===== config.mk =====
export PLATFORM = sky130hd
export DESIGN_NAME = mem_stage
export DESIGN_NICKNAME = d
export VERILOG_FILES = /design/src/rtl/mem_stage.sv
export SDC_FILE = /design/constraint.sdc
export NUM_CORES = 1
export LEC_CHECK = 0
export ABC_AREA = 1
export CORE_AREA = 2 2 160 162
export CTS_BUF_LIST = sky130_fd_sc_hd__clkbuf_4 sky130_fd_sc_hd__clkbuf_8
export DETAILED_ROUTE_END_ITERATION = 10
export DIE_AREA = 0 0 162 164
export SLEW_MARGIN = 20
export SYNTH_ARGS = -nofsm -noshare
export SYNTH_HDL_FRONTEND = slang
export SYNTH_SLANG_ARGS = --single-unit

===== constraint.sdc =====
create_clock -name clk -period 2.5 [get_ports clk]
set_input_delay 0.5 -clock clk [delete_from_list [all_inputs] [get_ports clk]]
set_output_delay 0.5 -clock clk [all_outputs]
set_load 0.01 [all_outputs]

===== src/rtl/mem_stage.sv =====
`default_nettype none
// ============================================================================
// Module      : mem_stage
// Description : MIPS pipeline memory-access stage. Drives the data-memory
//               port for LW/LB/LBU/SW/SB and forms the MEM->WB bus.
// Revision    : 1.0 - initial release
// ============================================================================
module mem_stage (
    input  logic         clk,
    input  logic         rst,
    input  logic         MEM_valid,
    input  logic [153:0] EXE_MEM_bus_r,
    input  logic [31:0]  dm_rdata,
    input  logic         MEM_allow_in,
    output logic [31:0]  dm_addr,
    output logic [3:0]   dm_wen,
    output logic [31:0]  dm_wdata,
    output logic         MEM_over,
    output logic [117:0] MEM_WB_bus,
    output logic [4:0]   MEM_wdest,
    output logic [31:0]  MEM_pc
);

    logic        w_inst_load;
    logic        w_inst_store;
    logic        w_ls_word;
    logic        w_lb_sign;
    logic [31:0] w_store_data;
    logic [31:0] w_exe_result;
    logic [31:0] w_lo_result;
    logic        w_hi_write;
    logic        w_lo_write;
    logic        w_mfhi;
    logic        w_mflo;
    logic        w_mtc0;
    logic        w_mfc0;
    logic [7:0]  w_cp0r_addr;
    logic        w_syscall;
    logic        w_eret;
    logic        w_rf_wen;
    logic [4:0]  w_rf_wdest;
    logic [31:0] w_pc;

    logic [7:0]  w_load_byte;
    logic [31:0] w_load_result;
    logic [31:0] w_mem_result;

    logic        r_mem_valid;

    assign {w_inst_load, w_inst_store, w_ls_word, w_lb_sign,
            w_store_data, w_exe_result, w_lo_result,
            w_hi_write, w_lo_write, w_mfhi, w_mflo, w_mtc0, w_mfc0,
            w_cp0r_addr, w_syscall, w_eret, w_rf_wen, w_rf_wdest,
            w_pc} = EXE_MEM_bus_r;

    assign dm_addr = w_exe_result;

    always_comb begin
        dm_wen   = 4'b0000;
        dm_wdata = w_store_data;
        if (!w_ls_word) begin
            dm_wdata = {4{w_store_data[7:0]}};
        end
        if (w_inst_store && MEM_valid) begin
            if (w_ls_word) begin
                dm_wen = 4'b1111;
            end else begin
                case (w_exe_result[1:0])
                    2'd0:    dm_wen = 4'b0001;
                    2'd1:    dm_wen = 4'b0010;
                    2'd2:    dm_wen = 4'b0100;
                    default: dm_wen = 4'b1000;
                endcase
            end
        end
    end

    // Little-endian lane select for byte loads.
    always_comb begin
        case (w_exe_result[1:0])
            2'd0:    w_load_byte = dm_rdata[7:0];
            2'd1:    w_load_byte = dm_rdata[15:8];
            2'd2:    w_load_byte = dm_rdata[23:16];
            default: w_load_byte = dm_rdata[31:24];
        endcase
    end

    always_comb begin
        if (w_ls_word) begin
            w_load_result = dm_rdata;
        end else begin
            w_load_result = {{24{w_lb_sign & w_load_byte[7]}}, w_load_byte};
        end
    end

    assign w_mem_result = w_inst_load ? w_load_result : w_exe_result;

    // A load's data arrives one cycle after the address; this flag marks
    // that the held load has waited that cycle.
    always_ff @(posedge clk) begin
        if (rst) begin
            r_mem_valid <= 1'b0;
        end else if (MEM_allow_in) begin
            r_mem_valid <= 1'b0;
        end else begin
            r_mem_valid <= MEM_valid;
        end
    end

    assign MEM_over = w_inst_load ? r_mem_valid : MEM_valid;

    assign MEM_WB_bus = {w_rf_wen, w_rf_wdest, w_mem_result, w_lo_result,
                         w_hi_write, w_lo_write, w_mfhi, w_mflo, w_mtc0, w_mfc0,
                         w_cp0r_addr, w_syscall, w_eret, w_pc};

    assign MEM_wdest = w_rf_wdest & {5{MEM_valid}};
    assign MEM_pc    = w_pc;

endmodule
`default_nettype wire


==> insert_results.sql, run 1 <==
INSERT INTO impl_metrics (metric_group, metric, value, unit) VALUES
('route', 'per_cell_routed_wire_length', '15.9', 'um'),
('route', 'dr_total_vias', '2762', ''),
('timing', 'grt_setup_unrepaired', 'no', ''),
('power', 'worst_ir_drop_vdd', '0.0708', 'mV'),
('die', 'io_pins', '414', ''),
('layout', 'final_layout_size_suffix_gt1_share', '20.5', '%'),
('synthesis', 'syn_area_per_cell', '5.76', 'um2'),
('synthesis', 'synth-warning-count', '0', ''),
('synthesis', 'synthesis.area', '2430', 'um2'),
('place', 'postPlaceCellArea', '4000', 'um2'),
('die', 'die_footprint', '26600', 'um2'),
('timing', 'timing.final.hold_violations', '0', ''),
('global_route', 'global_route.overflow_total', '0', ''),
('worst_setup_path', 'worstSetupStartpointType', 'input pin', ''),
('timing', 'period_share', '96.1', '%'),
('layout', 'register_area', '20.0', 'um2'),
('route', 'drtIter0Drc', '89', ''),
('min_path', 'worstHoldStart', 'EXE_MEM_bus_r[37]', ''),
('layout', 'leading_cell_type_in_the_layout_fill_and_taps_excluded', 'sky130_fd_sc_hd__clkdlybuf4s50_1', ''),
('die', 'core.rowCount', '58', ''),
('worst_setup_path', 'worstPathRequired', '2.00', 'ns'),
('place', 'post-dp-hpwl', '11200', 'um'),
('route', 'detail_route.drc_violations', '0', ''),
('route', 'drt_pass1_iterations', '5', ''),
('worst_setup_path', 'setup.worst_path.end_class', 'output pin', ''),
('global_route', 'pin_count_of_the_biggest_net_entering_global_routing', '34', ''),
('die', 'initial_core_utilization', '9.80', '%'),
('global_route', 'grt_first_pass_wirelength', '17500', 'um'),
('global_route', 'grt_pass1_vias', '2657', ''),
('global_route', 'grtUsageTotal', '8.90', '%'),
('global_route', 'number_of_antenna_violations_at_the_first_check_in_global_routing', '2', ''),
('synthesis', 'post-synth-top-area-cell', 'sky130_fd_sc_hd__buf_4', ''),
('layout', 'most_used_cells_in_the_layout_excluding_fill_and_tap_cells', '178 x sky130_fd_sc_hd__clkdlybuf4s50_1, 96 x sky130_fd_sc_hd__nand2_1, 40 x sky130_fd_sc_hd__nor2_1, 29 x sky130_fd_sc_hd__a21oi_1, 29 x sky130_fd_sc_hd__buf_2', ''),
('timing', 'setup_ws', '0.0970', 'ns'),
('min_path', 'min_path_cells', '0', ''),
('worst_setup_path', 'worst-setup-path-type', 'input pin to output pin', ''),
('synthesis', 'postSynthCellCount', '422', ''),
('die', 'die_span_y', '164', 'um'),
('place', 'numPlacedInstances', '821', ''),
('timing', 'setup-violations-final', '0', ''),
('power', 'total_power', '0.000783', 'W'),
('layout', 'stdcell_count', '828', ''),
('layout', 'finalNetCount', '689', ''),
('worst_setup_path', 'critical_path.max_fanout', '6', ''),
('layout', 'stdcell_area', '4020', 'um2'),
('synthesis', 'postSynthNetCount', '612', ''),
('route', 'detail_route.wirelength', '13200', 'um'),
('run', 'max-cap-violations', '0', ''),
('route', 'routed_via_density', '3.34', ''),
('layout', 'largest_registers', 'r_mem_valid: 1 flops', ''),
('die', 'die_width', '162', 'um'),
('min_path', 'hold-path-endpoint', 'MEM_WB_bus[117]', ''),
('layout', 'largest_reg_flops', '1', ''),
('timing', 'fmax', '416', 'MHz'),
('layout', 'multiInputGateArea', '1140', 'um2'),
('synthesis', 'synth_cell_type_count', '21', ''),
('synthesis', 'ys_top_cells_by_area', 'sky130_fd_sc_hd__buf_4 49%, sky130_fd_sc_hd__nand2_1 15%, sky130_fd_sc_hd__a21oi_2 7.2%', ''),
('synthesis', 'synth.yosys.seq_area_share', '0.823', '%'),
('layout', 'fill_cells', '2910', ''),
('outcome', 'result_of_the_run', 'completed', ''),
('min_path', 'hp-class', 'input pin to output pin', ''),
('route', 'route.antenna.remaining_nets', '0', ''),
('place', 'numPortBuffers', '219', ''),
('timing', 'whs', '1.00', 'ns'),
('layout', 'syn_to_final_growth', '65.4', '%'),
('power', 'static-leakage-power', '1.71', 'nW'),
('synthesis', 'synth_top_cell_area_share', '49.1', '%'),
('place', 'globalplace.congestion', '0.732', ''),
('timing', 'slew_viol_final', '0', ''),
('worst_setup_path', 'critPathArrivalTime', '1.90', 'ns'),
('timing', 'fin_crit', '2.40', 'ns'),
('timing', 'worst_slew_pin_slew', '0.420', 'ns'),
('layout', 'top_register', 'r_mem_valid', ''),
('timing', 'max_slew_margin', '72.0', '%'),
('power', 'power_density', '195', 'nW/um2'),
('die', 'core_area', '24800', 'um2'),
('synthesis', 'synth_seq_cells', '1', ''),
('place', 'dp_worst_setup_slack', '-0.448', 'ns');
-- final cells by class --
type	count	share of cell area, %
timing repair buffer	252	59.4
multi-input combinational	229	28.3
tap	330	10.3
inverter	15	1.46
sequential	1	0.498
antenna	1	0.0622
-- cell usage after synthesis (all sizes together) --
cell      n
buf     171
clkbuf    6
nor3      5
a21oi    52
nor2     43
nand3    13
dfxtp     1
nand4     3
o21ai    13
inv      15
nand2   100
-- kinds of logic after synthesis --
kind of cell	after synthesis	synth area share (%)
AO/OA/AOI/OAI	65	16.5
buffers and inverters	192	55.2
flip-flops	1	0.823
AND/OR/NAND/NOR	164	27.5
-- where the power goes --
| group | leakage (nW) | internal, W | switching [W] |
|---|---|---|---|
| registers | 0.00822 | 0.0000169 | 0.000000168 |
| clock network | 0.00000634 | 0.0000000000535 | 0 |
| logic | 1.71 | 0.000422 | 0.000344 |
| total | 1.71 | 0.000439 | 0.000344 |
-- how the worst max path moves through the flow --
| stage | end | slack (ns) | start | cells after the start |
|---|---|---|---|---|
| floorplan | MEM_WB_bus[100] | 0.70 | EXE_MEM_bus_r[87] | 7 |
| global placement | MEM_WB_bus[83] | -0.45 | EXE_MEM_bus_r[87] | 10 |
| detailed placement | MEM_WB_bus[83] | -0.45 | EXE_MEM_bus_r[87] | 10 |
| CTS | MEM_WB_bus[84] | -0.06 | EXE_MEM_bus_r[87] | 11 |
| global route | MEM_over | 0.009 | MEM_valid | 5 |
| finish | MEM_over | 0.1 | MEM_valid | 5 |
-- critical path, stage by stage --
cell and delay [ns]:
sky130_fd_sc_hd__clkdlybuf4s50_1 0.49, sky130_fd_sc_hd__buf_4 0.16, sky130_fd_sc_hd__inv_1 0.06, sky130_fd_sc_hd__o21ai_0 0.14, sky130_fd_sc_hd__clkdlybuf4s50_1 0.56
-- through the flow --
stage | TNS [ns] | utilization, %
after floorplan | 0 | -
after global placement | -12.48 | 16.1
after detailed placement | -12.52 | 16.1
after CTS | -0.279 | 16.0
after global routing | 0 | 16.2
final | 0 | 16.2
-- per-layer routing --
metal  vias up  track usage [%]  part of all wire (%)
li1       1330                -                     -
met1      1231             11.5                    43
met2       151             14.2                    45
met3        48             2.70                   9.4
met4         2             2.65                   3.2
met5         -                0                 0.099
-- repair_timing --
action	in CTS	in global routing
resized for setup	121	37
setup endpoints to repair	36	27
gates cloned	0	2
pin swaps	2	6
hold buffers	0	0
setup buffers	1	3
Power figures use the tool's default switching activity.
==> inputs of run 2 (changes only) <==
CORE_AREA = 2 2 162 164   (was 2 2 160 162)
DIE_AREA = 0 0 164 166   (was 0 0 162 164)
DONT_BUFFER_PORTS = 1   (was default)
==> run 2 against run 1 <==
  * Sequential power barely moved
  * Global-route usage shrank 0.77 points
  * Routed wire length shrank 7.2%
  * Die area up 2.5%
  * Flip-flop and latch count unchanged
  * Via count fell by 29%
  * Largest power group unchanged
  * Sequential share of layout area grew 0.71 points
  * Cell area is 59% lower
==> insert_results.sql, run 2 (same netlist as run 1, synthesis figures left out) <==
INSERT INTO impl_metrics (metric_group, metric, value, unit) VALUES
('outcome', 'result_of_the_run', 'completed', ''),
('die', 'io_pins', '414', ''),
('worst_setup_path', 'critical_path.max_stage_delay', '0.27', 'ns'),
('clocking', 'post_cts_setup_buffers', '0', ''),
('route', 'routed_via_density', '3.32', ''),
('worst_setup_path', 'setup.worst_path.end_class', 'output pin', ''),
('layout', 'most_used_cells_in_the_layout_excluding_fill_and_tap_cells', '99 x sky130_fd_sc_hd__nand2_1, 42 x sky130_fd_sc_hd__nor2_1, 32 x sky130_fd_sc_hd__a21oi_1, 20 x sky130_fd_sc_hd__a21oi_2, 14 x sky130_fd_sc_hd__inv_1', ''),
('route', 'per_cell_routed_wire_length', '20.7', 'um'),
('worst_setup_path', 'worst-setup-path-type', 'input pin to output pin', ''),
('layout', 'fill_cells', '3037', ''),
('timing', 'timing.final.hold_violations', '0', ''),
('die', 'core.rowCount', '59', ''),
('global_route', 'grt_pass1_vias', '1948', ''),
('clocking', 'cts_hold_buf', '0', ''),
('die', 'core_area', '25600', 'um2'),
('run', 'max-cap-violations', '0', ''),
('timing', 'period_share', '81.7', '%'),
('place', 'globalplace.congestion', '0.694', ''),
('worst_setup_path', 'slowest_stage_cell_crit_path', 'sky130_fd_sc_hd__buf_4', ''),
('worst_setup_path', 'worstPathRequired', '2.00', 'ns'),
('timing', 'setup-violations-final', '0', ''),
('route', 'detail_route.wirelength', '12200', 'um'),
('die', 'die_span_y', '166', 'um'),
('worst_setup_path', 'worst_path_dominant_cell_family', 'buffers and inverters', ''),
('worst_setup_path', 'worstSetupStartpointType', 'input pin', ''),
('worst_setup_path', 'path_cells', 'o21ai_0 -> nand3_2 -> nand3_4 -> buf_4 -> a21oi_1 -> buf_4', ''),
('route', 'drt_pass1_iterations', '4', ''),
('route', 'detail_route.drc_violations', '0', ''),
('worst_setup_path', 'critical_path.max_fanout', '16', ''),
('layout', 'stdcell_count', '592', ''),
('layout', 'syn_to_final_growth', '-32.1', '%'),
('layout', 'leading_cell_type_in_the_layout_fill_and_taps_excluded', 'sky130_fd_sc_hd__nand2_1', ''),
('timing', 'slew_viol_final', '0', ''),
('die', 'die_footprint', '27200', 'um2'),
('timing', 'grt_setup_unrepaired', 'no', ''),
('place', 'post-dp-hpwl', '10400', 'um'),
('layout', 'largest_registers', 'r_mem_valid: 1 flops', ''),
('global_route', 'grt_first_pass_wirelength', '15800', 'um'),
('route', 'drtIter0Drc', '156', ''),
('global_route', 'grtUsageTotal', '8.13', '%'),
('timing', 'fmax', '489', 'MHz'),
('timing', 'worst_slew_pin_slew', '0.493', 'ns'),
('min_path', 'hp-class', 'input pin to flop', ''),
('layout', 'largest_reg_flops', '1', ''),
('global_route', 'number_of_antenna_violations_at_the_first_check_in_global_routing', '0', ''),
('layout', 'top_register', 'r_mem_valid', ''),
('die', 'die_width', '164', 'um'),
('power', 'static-leakage-power', '0.658', 'nW'),
('timing', 'timing.setup.tns', '0', 'ns'),
('timing', 'fin_crit', '2.04', 'ns'),
('place', 'numPortBuffers', '0', ''),
('clocking', 'clkTransAtPathRegs', '0', 'ns'),
('clocking', 'total_of_cells_resized_after_clock_tree_synthesis', '0', ''),
('worst_setup_path', 'cp.buffers_inverters', '2', ''),
('worst_setup_path', 'library_cell_appearing_most_often_on_the_critical_path', 'sky130_fd_sc_hd__buf_4', ''),
('global_route', 'pin_count_of_the_biggest_net_entering_global_routing', '58', ''),
('timing', 'max_slew_margin', '66.8', '%'),
('power', 'worst_ir_drop_vdd', '0.0366', 'mV'),
('place', 'numPlacedInstances', '591', ''),
('power', 'power_density', '173', 'nW/um2'),
('worst_setup_path', 'critPathArrivalTime', '1.54', 'ns'),
('route', 'dr_total_vias', '1966', ''),
('route', 'route.antenna.remaining_nets', '0', ''),
('die', 'initial_core_utilization', '9.50', '%'),
('layout', 'finalNetCount', '448', ''),
('global_route', 'global_route.overflow_total', '0', ''),
('layout', 'final_layout_size_suffix_gt1_share', '14.1', '%');
-- run 2: cell count changes in the layout (fill, tap and decap cells not counted), sizes merged --
cell           delta
clkdlybuf4s15     -3
clkdlybuf4s50   -178
dlygate4sd2       -5
dlymetal6s2s      -3
buf              -49
clkbuf            -3
-- run 2: area by class of cell --
cell class,count,area [um2],area share (%)
diodes,1,2.50,0.152
well taps,335,419,25.4
flip-flops and latches,1,20.0,1.21
repair buffers,11,82.6,5.00
multi-input cells,229,1070,64.7
inverters,15,58.8,3.56
-- run 2: where the power goes --
part / switching (W) / total, W / internal, W
sequential: 0.000000125 / 0.0000171 / 0.0000169
combinational: 0.000184 / 0.000268 / 0.0000841
clock: 0 / 0.0000000000534 / 0.0000000000534
total: 0.000184 / 0.000285 / 0.000101
-- run 2: per-layer routing --
layer | GRT usage, % | share of wire (%)
met5 | 0 | 0
met4 | 2.36 | 3.2
met3 | 5.42 | 17
met2 | 12.5 | 44
met1 | 9.12 | 36
-- run 2: path summary, 6_finish.rpt --
kind | slack (ns) | endpoint | start | cells after the start
max | 0.46 | MEM_WB_bus[111] | EXE_MEM_bus_r[86] | 6
min | 0.58 | r_mem_valid$_SDFF_PP0_ | rst | 1
-- run 2: stage by stage --
| stage | instance area, um2 | setup slack (ns) | utilization, % | power (W) | hold WS [ns] |
|---|---|---|---|---|---|
| 2_1_floorplan | 2430 | 0.697 | - | 0.000504 | 0.577 |
| 3_3_place_gp | 1650 | 0.493 | 6.44 | 0.000287 | 0.579 |
| 3_5_place_dp | 1650 | 0.455 | 6.44 | 0.000289 | 0.583 |
| 4_1_cts | 1650 | 0.440 | 6.44 | 0.000290 | 0.583 |
| 5_1_grt | 1650 | 0.368 | 6.44 | 0.000313 | 0.585 |
| 6_report | 1650 | 0.457 | 6.45 | 0.000285 | 0.581 |
==> inputs of run 3 (changes only) <==
clock period = 1.68 ns   (was 2.5 ns; I/O delays follow)
==> run 3 against run 2 <==
  * Combinational power is 55% higher
  * Via count up 0.36%
  * Hold slack got worse by 0.16 ns
  * Critical path depth up 1
  * Routed wire length decreased by 0.74%
  * Cell area is 3.6% higher
  * Flip-flop and latch count is the same
  * Sequential power increased by 49%
  * First-iteration DRC count shrank 17%
  * Die area unchanged
  * Critical endpoint unchanged
==> insert_results.sql, run 3 (same netlist as run 1, synthesis figures left out) <==
INSERT INTO impl_metrics (metric_group, metric, value, unit) VALUES
('die', 'core_area', '25600', 'um2'),
('timing', 'slew_viol_final', '0', ''),
('global_route', 'grt_first_pass_wirelength', '15500', 'um'),
('timing', 'setup-violations-final', '0', ''),
('layout', 'syn_to_final_growth', '-29.6', '%'),
('layout', 'largest_reg_flops', '1', ''),
('outcome', 'result_of_the_run', 'completed', ''),
('route', 'drt_pass1_iterations', '4', ''),
('layout', 'finalNetCount', '453', ''),
('clocking', 'clkTransAtPathRegs', '0', 'ns'),
('timing', 'timing.setup.tns', '0', 'ns'),
('min_path', 'min_path_cells', '1', ''),
('run', 'max-cap-violations', '0', ''),
('timing', 'whs', '0.416', 'ns'),
('die', 'initial_core_utilization', '9.50', '%'),
('layout', 'fill_cells', '3050', ''),
('timing', 'grt_setup_unrepaired', 'no', ''),
('worst_setup_path', 'critPathArrivalTime', '1.24', 'ns'),
('layout', 'register_area', '20.0', 'um2'),
('global_route', 'pin_count_of_the_biggest_net_entering_global_routing', '58', ''),
('clocking', 'post_cts_setup_buffers', '0', ''),
('clocking', 'cts_hold_buf', '0', ''),
('route', 'route.antenna.remaining_nets', '0', ''),
('route', 'per_cell_routed_wire_length', '20.4', 'um'),
('clocking', 'total_of_cells_resized_after_clock_tree_synthesis', '0', ''),
('route', 'dr_total_vias', '1973', ''),
('worst_setup_path', 'critical_path.max_fanout', '16', ''),
('power', 'power_density', '257', 'nW/um2'),
('route', 'detail_route.drc_violations', '0', ''),
('route', 'drtIter0Drc', '129', ''),
('timing', 'timing.final.hold_violations', '0', ''),
('worst_setup_path', 'worst-setup-path-type', 'input pin to output pin', ''),
('route', 'routed_via_density', '3.31', ''),
('place', 'post-dp-hpwl', '10400', 'um'),
('global_route', 'number_of_antenna_violations_at_the_first_check_in_global_routing', '0', ''),
('layout', 'most_used_cells_in_the_layout_excluding_fill_and_tap_cells', '99 x sky130_fd_sc_hd__nand2_1, 42 x sky130_fd_sc_hd__nor2_1, 32 x sky130_fd_sc_hd__a21oi_1, 20 x sky130_fd_sc_hd__a21oi_2', ''),
('layout', 'antennaDiodeCount', '0', ''),
('timing', 'worst_slew_pin_slew', '0.490', 'ns'),
('layout', 'top_register', 'r_mem_valid', ''),
('timing', 'period_share', '93.6', '%'),
('place', 'globalplace.congestion', '0.699', ''),
('min_path', 'hold-path-endpoint', 'r_mem_valid$_SDFF_PP0_', ''),
('die', 'die_width', '164', 'um'),
('global_route', 'grtUsageTotal', '8.03', '%'),
('min_path', 'worstHoldStart', 'rst', ''),
('global_route', 'global_route.overflow_total', '0', ''),
('worst_setup_path', 'worstSetupStartpointType', 'input pin', ''),
('die', 'die_footprint', '27200', 'um2'),
('timing', 'fin_crit', '1.57', 'ns'),
('layout', 'largest_registers', 'r_mem_valid: 1 flops', ''),
('global_route', 'grt_pass1_vias', '1910', ''),
('route', 'detail_route.wirelength', '12100', 'um'),
('worst_setup_path', 'worstPathRequired', '1.34', 'ns'),
('min_path', 'hp-class', 'input pin to flop', ''),
('power', 'static-leakage-power', '0.693', 'nW'),
('die', 'io_pins', '414', ''),
('layout', 'multiInputGateArea', '1070', 'um2'),
('layout', 'final_layout_size_suffix_gt1_share', '15.7', '%'),
('timing', 'max_slew_margin', '67.0', '%'),
('layout', 'leading_cell_type_in_the_layout_fill_and_taps_excluded', 'sky130_fd_sc_hd__nand2_1', ''),
('timing', 'fmax', '636', 'MHz'),
('power', 'worst_ir_drop_vdd', '0.0413', 'mV'),
('die', 'die_span_y', '166', 'um'),
('place', 'numPortBuffers', '0', ''),
('die', 'core.rowCount', '59', ''),
('worst_setup_path', 'setup.worst_path.end_class', 'output pin', '');
-- run 3: changes by cell type in the layout (fill, tap and decap cells not counted), sizes merged --
cell   change
buf        +5
diode      -1
-- run 3: per-stage QoR --
step | std cells | setup WS (ns) | util (%) | cell area, um2 | total power [W]
final | 596 | 0.108 | 6.68 | 1710 | 0.000440
after global routing | 596 | 0.0269 | 6.68 | 1710 | 0.000483
after CTS | 596 | 0.0919 | 6.68 | 1710 | 0.000448
after detailed placement | 596 | 0.102 | 6.68 | 1710 | 0.000446
after global placement | 596 | 0.0997 | 6.68 | 1710 | 0.000445
after floorplan | 422 | 0.205 | - | 2430 | 0.000750
-- run 3: report_power, final --
part	total, W	leakage, nW	internal (W)	switching (W)
Clock	0	0	0	0
Sequential	0.0000254	0.00822	0.0000252	0.000000205
Combinational	0.000415	0.685	0.000139	0.000276
Total	0.000440	0.693	0.000165	0.000276
-- run 3: metal layers --
metal	part of all wire [%]	global-route usage, %	wire length, um
met5	0.32	1.09	39
met4	3.2	2.36	394
met3	17	5.64	2100
met2	43	12.0	5200
met1	36	9.00	4410
-- run 3: area by class of cell --
class / count / share of cell area (%)
inverter: 15 / 3.44
tap: 335 / 24.5
multi-input combinational: 229 / 62.4
sequential: 1 / 1.17
timing repair buffer: 16 / 8.48
-- run 3: worst max-delay path: stages --
cell,delay [ns]
sky130_fd_sc_hd__nor2_1,0.15
sky130_fd_sc_hd__nand2_1,0.09
sky130_fd_sc_hd__nand3_2,0.11
sky130_fd_sc_hd__nand3_4,0.09
sky130_fd_sc_hd__buf_12,0.16
sky130_fd_sc_hd__a21oi_1,0.14
sky130_fd_sc_hd__buf_4,0.15
-- run 3: worst max path at each step --
stage                                 start               to  slack (ns)  cells past startpoint
after CTS                 EXE_MEM_bus_r[87]   MEM_WB_bus[88]        0.09                      7
final                     EXE_MEM_bus_r[87]  MEM_WB_bus[111]        0.11                      7
after detailed placement  EXE_MEM_bus_r[87]   MEM_WB_bus[88]        0.10                      7
after global routing      EXE_MEM_bus_r[87]  MEM_WB_bus[111]        0.03                      7
after global placement    EXE_MEM_bus_r[87]  MEM_WB_bus[107]         0.1                      6
after floorplan           EXE_MEM_bus_r[87]  MEM_WB_bus[100]        0.21                      7
